===== src/rtl/dbus_arbiter_pkg.sv =====
// Shared AHB3-Lite constants and data-bus request types for the data-bus arbiter.
package p_hardisc;

   localparam logic [1:0] HTRANS_IDLE   = 2'b00;
   localparam logic [1:0] HTRANS_NONSEQ = 2'b10;

   localparam logic [2:0] HSIZE_B = 3'b000;
   localparam logic [2:0] HSIZE_H = 3'b001;
   localparam logic [2:0] HSIZE_W = 3'b010;

   typedef enum logic {
      OWN_CORE = 1'b0,
      OWN_SEC  = 1'b1
   } dbus_owner;

   typedef struct packed {
      logic [31:0] addr;
      logic        write;
      logic [1:0]  size;
      logic [31:0] wdata;
   } dbus_req;

   // Requesters only issue B/H/W, so the HSIZE MSB is always zero.
   function automatic logic [2:0] to_hsize(input logic [1:0] size);
      return {1'b0, size};
   endfunction

endpackage


===== src/rtl/dbus_arbiter_fair_cnt.sv =====
// Saturating count of consecutive core grants taken while the secondary waits.
module dbus_fair_cnt #(
   parameter int unsigned HOLD_MAX = 8,
   parameter int unsigned CNT_W    = 8
) (
   input  logic clk_i,
   input  logic reset_i,
   input  logic inc_i,
   input  logic clr_i,
   output logic sat_o
);

   localparam logic [CNT_W-1:0] CNT_MAX = CNT_W'(HOLD_MAX);

   logic [CNT_W-1:0] cnt_q, cnt_d;

   always_comb begin
      cnt_d = cnt_q;
      if (clr_i) begin
         cnt_d = '0;
      end else if (inc_i && (cnt_q != CNT_MAX)) begin
         cnt_d = cnt_q + CNT_W'(1);
      end
   end

   always_ff @(posedge clk_i) begin
      if (reset_i) begin
         cnt_q <= '0;
      end else begin
         cnt_q <= cnt_d;
      end
   end

   assign sat_o = (cnt_q == CNT_MAX);

endmodule


===== src/rtl/dbus_arbiter.sv =====
// Two-requester AHB3-Lite data-bus arbiter: core priority, starvation bound for the
// secondary, pipelined address/data phases with the address phase frozen under wait states.
module dbus_arbiter
   import p_hardisc::*;
#(
   parameter int unsigned HOLD_MAX = 8,
   parameter int unsigned CNT_W    = 8
) (
   input  logic        s_clk_i,
   input  logic        s_reset_i,
   input  logic        s_c_req_i,
   input  logic [31:0] s_c_addr_i,
   input  logic        s_c_write_i,
   input  logic [1:0]  s_c_size_i,
   input  logic [31:0] s_c_wdata_i,
   output logic        s_c_gnt_o,
   output logic        s_c_rvalid_o,
   input  logic        s_s_req_i,
   input  logic [31:0] s_s_addr_i,
   input  logic        s_s_write_i,
   input  logic [1:0]  s_s_size_i,
   input  logic [31:0] s_s_wdata_i,
   output logic        s_s_gnt_o,
   output logic        s_s_rvalid_o,
   output logic [31:0] s_rdata_o,
   output logic        s_err_o,
   output logic [31:0] s_haddr_o,
   output logic        s_hwrite_o,
   output logic [2:0]  s_hsize_o,
   output logic [1:0]  s_htrans_o,
   output logic [31:0] s_hwdata_o,
   input  logic [31:0] s_hrdata_i,
   input  logic        s_hready_i,
   input  logic        s_hresp_i
);

   // Handshake: a requester holds req (and its fields) high until it sees gnt in the
   // same cycle; exactly one rvalid follows per grant, carrying rdata/err.

   logic      lock_q, lock_d;
   dbus_owner lock_own_q, lock_own_d;
   dbus_req   lock_req_q, lock_req_d;

   logic        dp_vld_q, dp_vld_d;
   dbus_owner   dp_own_q, dp_own_d;
   logic [31:0] dp_wdata_q, dp_wdata_d;

   dbus_req   c_req, s_req, ap_req;
   dbus_owner ap_own;
   logic      ap_vld;
   logic      err_first;
   logic      gnt;
   logic      cmpl;
   logic      cnt_sat, cnt_inc, cnt_clr;

   assign c_req = '{addr: s_c_addr_i, write: s_c_write_i, size: s_c_size_i, wdata: s_c_wdata_i};
   assign s_req = '{addr: s_s_addr_i, write: s_s_write_i, size: s_s_size_i, wdata: s_s_wdata_i};

   // First cycle of a two-cycle ERROR response: no new unlocked address phase may start.
   assign err_first = dp_vld_q & s_hresp_i & ~s_hready_i;

   always_comb begin
      ap_vld = 1'b0;
      ap_own = OWN_CORE;
      ap_req = c_req;
      if (lock_q) begin
         ap_vld = 1'b1;
         ap_own = lock_own_q;
         ap_req = lock_req_q;
      end else if (!err_first) begin
         if (s_c_req_i && !(cnt_sat && s_s_req_i)) begin
            ap_vld = 1'b1;
         end else if (s_s_req_i) begin
            ap_vld = 1'b1;
            ap_own = OWN_SEC;
            ap_req = s_req;
         end
      end
   end

   assign gnt  = ap_vld & s_hready_i;
   assign cmpl = dp_vld_q & s_hready_i;

   assign s_htrans_o = ap_vld ? HTRANS_NONSEQ : HTRANS_IDLE;
   assign s_haddr_o  = ap_vld ? ap_req.addr : 32'h0;
   assign s_hwrite_o = ap_vld ? ap_req.write : 1'b0;
   assign s_hsize_o  = ap_vld ? to_hsize(ap_req.size) : HSIZE_B;
   assign s_hwdata_o = dp_vld_q ? dp_wdata_q : 32'h0;

   assign s_c_gnt_o    = gnt & (ap_own == OWN_CORE);
   assign s_s_gnt_o    = gnt & (ap_own == OWN_SEC);
   assign s_c_rvalid_o = cmpl & (dp_own_q == OWN_CORE);
   assign s_s_rvalid_o = cmpl & (dp_own_q == OWN_SEC);
   assign s_rdata_o    = s_hrdata_i;
   assign s_err_o      = cmpl & s_hresp_i;

   // An address phase stalled by HREADY keeps its owner and fields until accepted.
   always_comb begin
      lock_d     = ap_vld & ~s_hready_i;
      lock_own_d = lock_own_q;
      lock_req_d = lock_req_q;
      if (ap_vld && !s_hready_i) begin
         lock_own_d = ap_own;
         lock_req_d = ap_req;
      end
   end

   always_comb begin
      dp_vld_d   = dp_vld_q;
      dp_own_d   = dp_own_q;
      dp_wdata_d = dp_wdata_q;
      if (gnt) begin
         dp_vld_d   = 1'b1;
         dp_own_d   = ap_own;
         dp_wdata_d = ap_req.wdata;
      end else if (cmpl) begin
         dp_vld_d = 1'b0;
      end
   end

   always_ff @(posedge s_clk_i) begin
      if (s_reset_i) begin
         lock_q     <= 1'b0;
         lock_own_q <= OWN_CORE;
         lock_req_q <= '0;
         dp_vld_q   <= 1'b0;
         dp_own_q   <= OWN_CORE;
         dp_wdata_q <= 32'h0;
      end else begin
         lock_q     <= lock_d;
         lock_own_q <= lock_own_d;
         lock_req_q <= lock_req_d;
         dp_vld_q   <= dp_vld_d;
         dp_own_q   <= dp_own_d;
         dp_wdata_q <= dp_wdata_d;
      end
   end

   assign cnt_inc = gnt & (ap_own == OWN_CORE) & s_s_req_i;
   assign cnt_clr = ~s_s_req_i | (gnt & (ap_own == OWN_SEC));

   dbus_fair_cnt #(
      .HOLD_MAX (HOLD_MAX),
      .CNT_W    (CNT_W)
   ) u_fair_cnt (
      .clk_i   (s_clk_i),
      .reset_i (s_reset_i),
      .inc_i   (cnt_inc),
      .clr_i   (cnt_clr),
      .sat_o   (cnt_sat)
   );

endmodule


===== config.mk =====
export PLATFORM = sky130hd
export DESIGN_NAME = dbus_arbiter
export DESIGN_NICKNAME = d
export VERILOG_FILES = /design/src/rtl/dbus_arbiter_pkg.sv /design/src/rtl/dbus_arbiter_fair_cnt.sv /design/src/rtl/dbus_arbiter.sv
export SDC_FILE = /design/constraint.sdc
export NUM_CORES = 1
export LEC_CHECK = 0
export CAP_MARGIN = 10
export CELL_PAD_IN_SITES_DETAIL_PLACEMENT = 0
export CELL_PAD_IN_SITES_GLOBAL_PLACEMENT = 1
export CORE_ASPECT_RATIO = 0.75
export CORE_MARGIN = 2
export CORE_UTILIZATION = 28
export DETAILED_ROUTE_END_ITERATION = 6
export PLACE_DENSITY = 0.82
export REMOVE_ABC_BUFFERS = 1
export SLEW_MARGIN = 20
export SYNTH_ARGS = -nofsm -noshare
export SYNTH_HDL_FRONTEND = slang
export SYNTH_SLANG_ARGS = --single-unit

===== constraint.sdc =====
create_clock -name s_clk_i -period 2 [get_ports s_clk_i]
set_input_delay 0.3 -clock s_clk_i [delete_from_list [all_inputs] [get_ports s_clk_i]]
set_output_delay 0.3 -clock s_clk_i [all_outputs]
set_load 0.01 [all_outputs]

Yosys cells after proc, flatten, opt, wreduce, memory -nomap -nowiden --
Cells that the tools add are included.
Operators by class: add/subtract/negate cells 1, eq/ne operators 2, multiplexer cells 18, bitwise logic cells 16, reductions and logical operators 8
Operators with widths (number):
- 2-to-1 mux 67 bit | 4
- 2-to-1 mux 32 bit | 2
- AND 1 bit | 11
- 2-to-1 mux 1 bit | 10
- adder 8 x 1 -> 8 bit, second input constant | 1
- equality test 8 x 4 -> 1 bit, second input constant | 1
- != test 8 x 4 -> 1 bit, second input constant | 1
- logical AND 1 bit | 4
- 2-to-1 mux 2 bit | 2
- inverter 1 bit | 4
- zero test 1 bit | 2
- nonzero test 2 bit | 1
- OR reduction 2 bit | 1
- bitwise OR 1 bit | 1
Storage, ports and cells: flip-flop bits (word level) 111, bits of input ports 172, output and inout bits 107, logic and storage cells 55

Longest topological paths before layout --
Gate-level depths: netlist of run 1.
word-level depth 11, gate-level depth with buffers 9, gate-level depth less buffers 6

Hierarchy --
From an unflattened synthesis of run 1, not the netlist that was laid out.
Unflattened totals: cell total of the unflattened synthesis 793, area total of the unflattened synthesis 6596.3 µm²
By module, submodules not included:
- dbus_arbiter | instances 1, cells an instance 744, area each 6184.7 µm², seq. area each 2062.0 µm²
- dbus_fair_cnt | instances 1, cells an instance 49, area each 411.6 µm², seq. area each 160.2 µm²

Worst setup path before layout of run 1 --
Ideal clock, no wire load.
path type reg2out, start reg u_fair_cnt.cnt_q[0], end out s_haddr_o[26], arrival 1.863 ns, data required time 1.700 ns, path slack -0.163 ns, cell stages (with the launch flop) 8, buffers on the path 1, path through dfxtp_1 -> inv_1 -> ha_1 -> nor4b_4 -> a21oi_2 -> clkbuf_1 -> o21ai_0 -> a311oi_1
On the way: word-level cells in the longest chain between the ends 8, elaborated cells between the ends (all ways) 11, those cells by class 1 x eq/ne; 7 x mux; 3 x reduce/logical
RTL lines:
- start, declared | line dbus_arbiter_fair_cnt.sv:15 | logic [CNT_W-1:0] cnt_q, cnt_d;
- start signal, assigned | line dbus_arbiter_fair_cnt.sv:30 | cnt_q <= cnt_d;
- equality test 8 x 4 -> 1 bit * | line dbus_arbiter_fair_cnt.sv:34 | assign sat_o = (cnt_q == CNT_MAX);
- logical AND 1 bit * | line dbus_arbiter.sv:71 | if (s_c_req_i && !(cnt_sat && s_s_req_i)) begin
- zero test 1 bit * | line dbus_arbiter.sv:71
- logical AND 1 bit * | line dbus_arbiter.sv:71
- 2-to-1 mux 67 bit or 2-to-1 mux 1 bit (tied branches) | line dbus_arbiter.sv:71
- 2-to-1 mux 67 bit or 2-to-1 mux 1 bit (tied branches) | line dbus_arbiter.sv:70 | end else if (!err_first) begin
- 2-to-1 mux 67 bit or 2-to-1 mux 1 bit (tied branches) | line dbus_arbiter.sv:66 | if (lock_q) begin
- 2-to-1 mux 32 bit * | line dbus_arbiter.sv:85 | assign s_haddr_o = ap_vld ? ap_req.addr : 32'h0;
- end, declared | line dbus_arbiter.sv:27 | output logic [31:0] s_haddr_o,
Every way passes the cells marked *; elsewhere a longest branch is shown, timed or not.

Worst setup path in the final report of run 1 --
start reg u_fair_cnt.cnt_q[0], end out s_haddr_o[15]
Same word-level chain as after synthesis.

==> metrics.csv, run 1 <==
stage,metric,value,unit
finish,area_growth,85.56,%
synth,ys_seq_area_share,31.08,%
hold_path,hold_path.class,input pin to flip-flop,
hold_path,min_from,s_reset_i,
worst_setup_path,setup.worst_path.end_class,primary output,
worst_setup_path,cp-start-kind,flip-flop,
route,vias,8839,
worst_setup_path,rrSetupSlack,-0.38,ns
timing,timing.final.crit_share,127.6,%
run_status,violations,negative setup slack,
worst_setup_path,r2r_cells,13,
pwr,power,0.006997,W
die,start_util,28.57,%
clock_tree,cts_hold_buf,0,
synth,synth_top_flop_cell,dfxtp_1,
global_route,grt_pass1_wl,47580,um
timing,slew_viol_final,0,
synth,ys_async_sr_fraction,0,%
route,drtPass1Iterations,5,
finish,nets,1390,
synth,synth_edf_count,0,
timing,fmax,391.8,MHz
placement,hpwl,19420,um
hold_path,min_path_cells,2,
route,vias_per_cell,5.662,
clock_tree,cts_tree,yes,
finish,drive_gt1_share,44.80,%
route,ant_nets,0,
pwr,p_per_area,527.4,mW/mm^2
timing,hold_violations,0,
worst_setup_path,crit_type,flip-flop to primary output,
timing,setup_ws,-0.5521,ns
clock_tree,clock_latency,0.37,ns
synth,yosys_register_bits,111,
global_route,grt_usage,22.27,%
worst_setup_path,required,1.70,ns
worst_setup_path,timing.rr.end,dp_wdata_q[31],
placement,routabilityCongestion,0.7998,
timing,rsz0062_at_grt,true,
die,rows,50,
synth,netlist_instances,928,
global_route,grt_pass1_vias,8416,
global_route,antenna_found_initial,2,
synth,ys_warn_count,0,
synth,synth_cell_types,41,
global_route,grt_overflow,0,
clock_tree,h-tree-depth,3,
die,boundaryPins,279,
route,wl,33250,um
worst_setup_path,r2r_start,u_fair_cnt.cnt_q[0],
die,core,0.02502,mm^2
die,die_w,188.5,um
timing,fin_skew,0.009760,ns
pwr,ir_drop,0.4257,mV
clock_tree,clockBufferDepth,2,
worst_setup_path,crit_path_max_fanout,5,
clock_tree,cts_num_sinks,111,
die,die_y,142.4,um
finish,final_common_cell,clkdlybuf4s50_1,
flow_run,maxCapViolCount,0,
synth,synth_area,0.007149,mm^2
worst_setup_path,critPathArrivalTime,2.25,ns
timing,finalSetupViolations,97,
pwr,p_leak,4.735,nW
route,drc_errors,0,
route,drtIter0Drc,623,
timing,maxSlewHeadroom,51.37,%
finish,final.fill_count,2244,
timing,timing.setup.tns,-30.20,ns
clock_tree,cts_root_buffer,clkbuf_16,
finish,mostFrequentLayoutCells,"clkdlybuf4s50_1 (152), buf_4 (126), dfxtp_1 (107), nor2_1 (106), or2_2 (64)",
clock_tree,cts-buffers-inserted,9,
synth,syn_area_per_cell,7.704,um^2
die,dieArea,0.02684,mm^2
clock_tree,clk_pin_slew,0.08,ns
run_status,status,"complete, but fails checks",
timing,fin_crit,2.552,ns
route,wire_per_inst,21.30,um
timing,worst_pin_slew,0.7294,ns
placement,portBuffers,212,
global_route,grt_max_degree,52,
hold_path,min_to,lock_req_q[9],
==> timing repair <==
action | in CTS | in global routing
gates cloned | 10 | 9
gates resized for setup | 450 | 203
pin swaps | 46 | 110
setup buffers | 30 | 31
setup endpoints to repair | 129 | 132
==> cell type report <==
type	instances	area [um^2]	area share [%]
Antenna cell	2	5.005	0.03773
Clock buffer	12	256.5	1.933
Clock inverter	4	30.03	0.2264
Inverter	8	33.78	0.2546
Multi-Input combinational cell	670	6000	45.22
Sequential cell	111	2230	16.81
Tap cell	338	422.9	3.188
Timing Repair Buffer	416	4289	32.33
==> power breakdown <==
part           internal, W  total [W]  switching (W)
Clock             0.000921    0.00186       0.000936
Combinational      0.00130    0.00262        0.00132
Sequential         0.00238    0.00252       0.000140
==> per-layer routing <==
layer | vias to the layer above | GRT usage [%] | wire length [um]
li1 | 4086 | - | -
met5 | - | 0.3663 | 0
met3 | 46 | 5.745 | 2414
met1 | 4314 | 30.81 | 15260
met2 | 393 | 33.69 | 14910
met4 | 0 | 7.155 | 665
==> sequential cells by signal (all words and copies together), names as in the netlist <==
register / cells
u_fair_cnt.cnt_q: 8
dp_wdata_q: 32
dp_own_q: 1
lock_q: 1
lock_own_q: 1
lock_req_q: 67
dp_vld_q: 1
==> how the worst max path moves through the flow <==
stage	cells after the start	slack [ns]	end	from
floorplan	4	-1.62	s_haddr_o[0]	dp_vld_q
global placement	7	-0.91	s_haddr_o[18]	s_hready_i
detailed placement	7	-0.90	s_haddr_o[18]	s_hready_i
CTS	11	-0.66	s_haddr_o[4]	u_fair_cnt.cnt_q[0]
global route	11	-0.64	s_haddr_o[14]	u_fair_cnt.cnt_q[0]
finish	11	-0.55	s_haddr_o[15]	u_fair_cnt.cnt_q[0]
==> cell usage after synthesis (2+ instances only) <==
library cell  instances  area (um^2)
a211oi_1             70        525.5
nand3_1              29        145.1
nand2b_1              3        18.77
clkbuf_1             75        281.5
dfxtp_1             111         2222
buf_4                35        262.8
or2_2                65        406.6
a21oi_2               2        17.52
o21ai_1               4        20.02
nor2_1              107        401.6
o21ai_0              98        490.5
ha_1                  2        25.02
nand3_2              10        100.1
a2111oi_0            35        306.5
and2_1               35        219.0
a221oi_1             32        280.3
or4_1                 2        15.01
buf_6                 3        33.78
inv_1                 8        30.03
o31ai_1               3        22.52
a311oi_1             71        621.9
a31oi_1              32        200.2
nand4_1               2        12.51
nand2_1              40        150.1
buf_2                26        130.1
xnor2_1               3        26.28
nor3_1                5        25.02
and3_1                3        18.77
a21o_1                2        15.01
a21oi_1               4        20.02
==> stage by stage <==
step / worst slack [ns] / instance area, um^2 / util (%) / hold WS, ns / std cells
2_1_floorplan: -1.621 / 6426 / - / 0.3721 / 788
6_report: -0.5521 / 13270 / 53.02 / 0.3542 / 1561
5_1_grt: -0.6401 / 13260 / 53.01 / 0.3436 / 1560
4_1_cts: -0.6567 / 11990 / 47.91 / 0.3238 / 1530
3_3_place_gp: -0.9071 / 10340 / 41.31 / 0.4739 / 1479
3_5_place_dp: -0.9013 / 10340 / 41.31 / 0.4858 / 1479
==> worst max-delay path, stage by stage, from the launching register on <==
cell	delay, ns
dfxtp_2	0.34
inv_2	0.05
ha_4	0.14
nor4b_4	0.13
buf_4	0.15
a21oi_4	0.18
buf_6	0.15
buf_12	0.13
buf_6	0.10
o21ai_4	0.05
a311oi_2	0.27
buf_2	0.18
==> cells by family (layout without fill, tap and decap cells) <==
family,after synthesis,count (layout),synth area share [%]
fa+ha+maj,2,2,0.3500
simple gates,307,308,22.07
xor+xnor,3,3,0.3676
buf+inv,149,440,10.59
compound gates,355,355,35.49
flops,111,111,31.08
other cells,1,4,0.05245
(Power assumes the default switching activity.)
==> inputs of run 2 (changes only) <==
--- a/config.mk
+++ b/config.mk
@@ -5,7 +5,7 @@
 export SDC_FILE = /design/constraint.sdc
 export NUM_CORES = 1
 export LEC_CHECK = 0
-export CAP_MARGIN = 10
+export CAP_MARGIN = 20
 export CELL_PAD_IN_SITES_DETAIL_PLACEMENT = 0
 export CELL_PAD_IN_SITES_GLOBAL_PLACEMENT = 1
 export CORE_ASPECT_RATIO = 0.75
==> results of run 2 <==
The final DEF is identical to that of run 1; final timing and power are the same.
==> inputs of run 3 (changes only) <==
--- a/config.mk
+++ b/config.mk
@@ -5,10 +5,9 @@
 export SDC_FILE = /design/constraint.sdc
 export NUM_CORES = 1
 export LEC_CHECK = 0
-export CAP_MARGIN = 20
+export ABC_CLOCK_PERIOD_IN_PS = 2000
 export CELL_PAD_IN_SITES_DETAIL_PLACEMENT = 0
 export CELL_PAD_IN_SITES_GLOBAL_PLACEMENT = 1
-export CORE_ASPECT_RATIO = 0.75
 export CORE_MARGIN = 2
 export CORE_UTILIZATION = 28
 export DETAILED_ROUTE_END_ITERATION = 6
==> run 3 against run 2 <==
Effect of this change: the flow still finishes with violations (negative setup slack); first-iteration DRC count fell by 7.9%; register-to-register slack improved by 0.20 ns; via count fell by 1.8%; worst hold slack got worse by 0.086 ns; flip-flop and latch count did not move; final area fell by 3.2%; count of clock-buffer cells in the layout fell by 3; die area barely moved; critical endpoint is now s_haddr_o[13].
==> metrics.csv, run 3 (same netlist as run 1, synthesis figures left out) <==
stage,metric,value,unit
pwr,p_per_area,532.4,mW/mm^2
flow_run,maxCapViolCount,0,
timing,hold_violations,0,
clock_tree,cts_num_sinks,111,
finish,largest_registers,"lock_req_q (67), dp_wdata_q (32), u_fair_cnt.cnt_q (8)",
worst_setup_path,setup.worst_path.end_class,primary output,
die,dieArea,0.02683,mm^2
clock_tree,cts_tree,yes,
timing,setup_ws,-0.5794,ns
worst_setup_path,critPathArrivalTime,2.28,ns
route,vias_per_cell,5.636,
placement,routabilityCongestion,0.8353,
clock_tree,cts_root_buffer,clkbuf_16,
worst_setup_path,crit_type,flip-flop to primary output,
run_status,status,"complete, but fails checks",
placement,dp_slack,-0.7944,ns
die,start_util,28.47,%
finish,multi_input_area,0.005658,mm^2
timing,whs,0.2685,ns
pwr,p_leak,5.014,nW
route,drc_errors,0,
global_route,antenna_found_initial,0,
global_route,grt_max_degree,79,
hold_path,hold_path.class,input pin to flip-flop,
placement,hpwl,18370,um
pwr,ir_drop,0.3110,mV
die,rows,58,
timing,fin_crit,2.579,ns
finish,largest_reg_flops,67,
worst_setup_path,crit_path_max_fanout,5,
timing,maxSlewHeadroom,51.72,%
timing,timing.final.crit_share,129.0,%
global_route,grt_pass1_vias,8267,
route,wl,33610,um
clock_tree,clk_pin_slew,0.08,ns
timing,finalSetupViolations,96,
finish,nets,1378,
finish,top_register,lock_req_q,
clock_tree,cts-buffers-inserted,9,
finish,seqCellArea,0.002232,mm^2
worst_setup_path,required,1.70,ns
finish,area_growth,79.72,%
finish,mostFrequentLayoutCells,"clkdlybuf4s50_1 (134), buf_4 (127), dfxtp_1 (107), nor2_1 (106), o21ai_0 (67)",
timing,slew_viol_final,0,
route,wire_per_inst,21.82,um
clock_tree,h-tree-depth,3,
finish,final_common_cell,clkdlybuf4s50_1,
placement,portBuffers,212,
route,drtIter0Drc,574,
finish,final.fill_count,2337,
worst_setup_path,cp-start-kind,flip-flop,
die,die_y,163.8,um
run_status,violations,negative setup slack,
clock_tree,clockBufferDepth,2,
timing,fin_skew,0.01072,ns
die,boundaryPins,279,
clock_tree,clock_latency,0.37,ns
route,vias,8679,
global_route,grt_usage,22.73,%
timing,rsz0062_at_grt,true,
finish,fin_util,51.17,%
die,core,0.02511,mm^2
route,drtPass1Iterations,5,
timing,timing.setup.tns,-24.68,ns
die,die_w,163.8,um
global_route,grt_overflow,0,
global_route,grt_pass1_wl,47670,um
timing,fmax,387.7,MHz
route,ant_nets,0,
finish,drive_gt1_share,41.47,%
timing,worst_pin_slew,0.7241,ns
[run 3: changes by cell type in the layout (fill, tap and decap cells not counted), moves of 10 or more]
| cell | before | now |
|---|---|---|
| o21ai_1 | 8 | 23 |
| a31oi_1 | 32 | 22 |
| buf_6 | 30 | 18 |
| a221oi_1 | 29 | 1 |
| o21ai_2 | 22 | 5 |
| dlymetal6s2s_1 | 7 | 27 |
| a221oi_2 | 2 | 21 |
| a211oi_2 | 40 | 17 |
| o21ai_4 | 36 | 7 |
| a211oi_1 | 30 | 52 |
| a2111oi_4 | 32 | 16 |
| o21ai_0 | 36 | 67 |
| clkdlybuf4s50_1 | 152 | 134 |
[run 3: final cells by class]
cell class | instances | share of cell area, %
well taps | 330 | 3.214
flip-flops and latches | 111 | 17.37
repair buffers | 404 | 32.97
multi-input cells | 670 | 44.04
clock inverters | 6 | 0.3506
clock buffers | 9 | 1.753
inverters | 8 | 0.2629
diodes | 2 | 0.03895
[run 3: report_power, final]
group / internal [W] / total, W / switching [W]
clock: 0.000853 / 0.00180 / 0.000950
sequential: 0.00238 / 0.00252 / 0.000141
combinational: 0.00126 / 0.00252 / 0.00126
[run 3: what timing repair did]
action	CTS	global route
pin swaps	95	55
resized for setup	331	219
setup buffers	35	17
hold buffers	0	0
cloned	13	8
endpoints found under the setup margin	155	157
[run 3: layer usage]
layer | routed length, um | GRT usage [%]
met5 | 0 | 0
met4 | 604 | 6.419
met3 | 2147 | 5.379
met2 | 15580 | 35.05
met1 | 15280 | 31.57
[run 3: metrics by stage]
stage / area, um^2 / total power (W) / std cells
final: 12850 / 0.006841 / 1540
after global routing: 12840 / 0.007141 / 1538
after CTS: 11530 / 0.006457 / 1525
after detailed placement: 10190 / 0.004415 / 1463
after global placement: 10190 / 0.004392 / 1463
after floorplan: 6426 / 0.003324 / 788
[run 3: critical path: stages (launching register included)]
cell and delay [ns]:
dfxtp_2 0.33, inv_2 0.07, ha_4 0.13, nor4b_4 0.23, buf_4 0.18, a21o_4 0.12
buf_12 0.12, buf_12 0.12, buf_16 0.12, nand3_2 0.09, a311oi_2 0.23, buf_2 0.18
[run 3: final timing paths]
path              cells after the start        endpoint           startpoint  slack (ns)
hold reg to reg                       2  lock_req_q[13]       lock_req_q[13]        0.50
setup / recovery                     11   s_haddr_o[13]  u_fair_cnt.cnt_q[0]       -0.58
setup reg to reg                     12  dp_wdata_q[21]  u_fair_cnt.cnt_q[0]       -0.18
hold / removal                        2      lock_own_q            s_reset_i        0.27
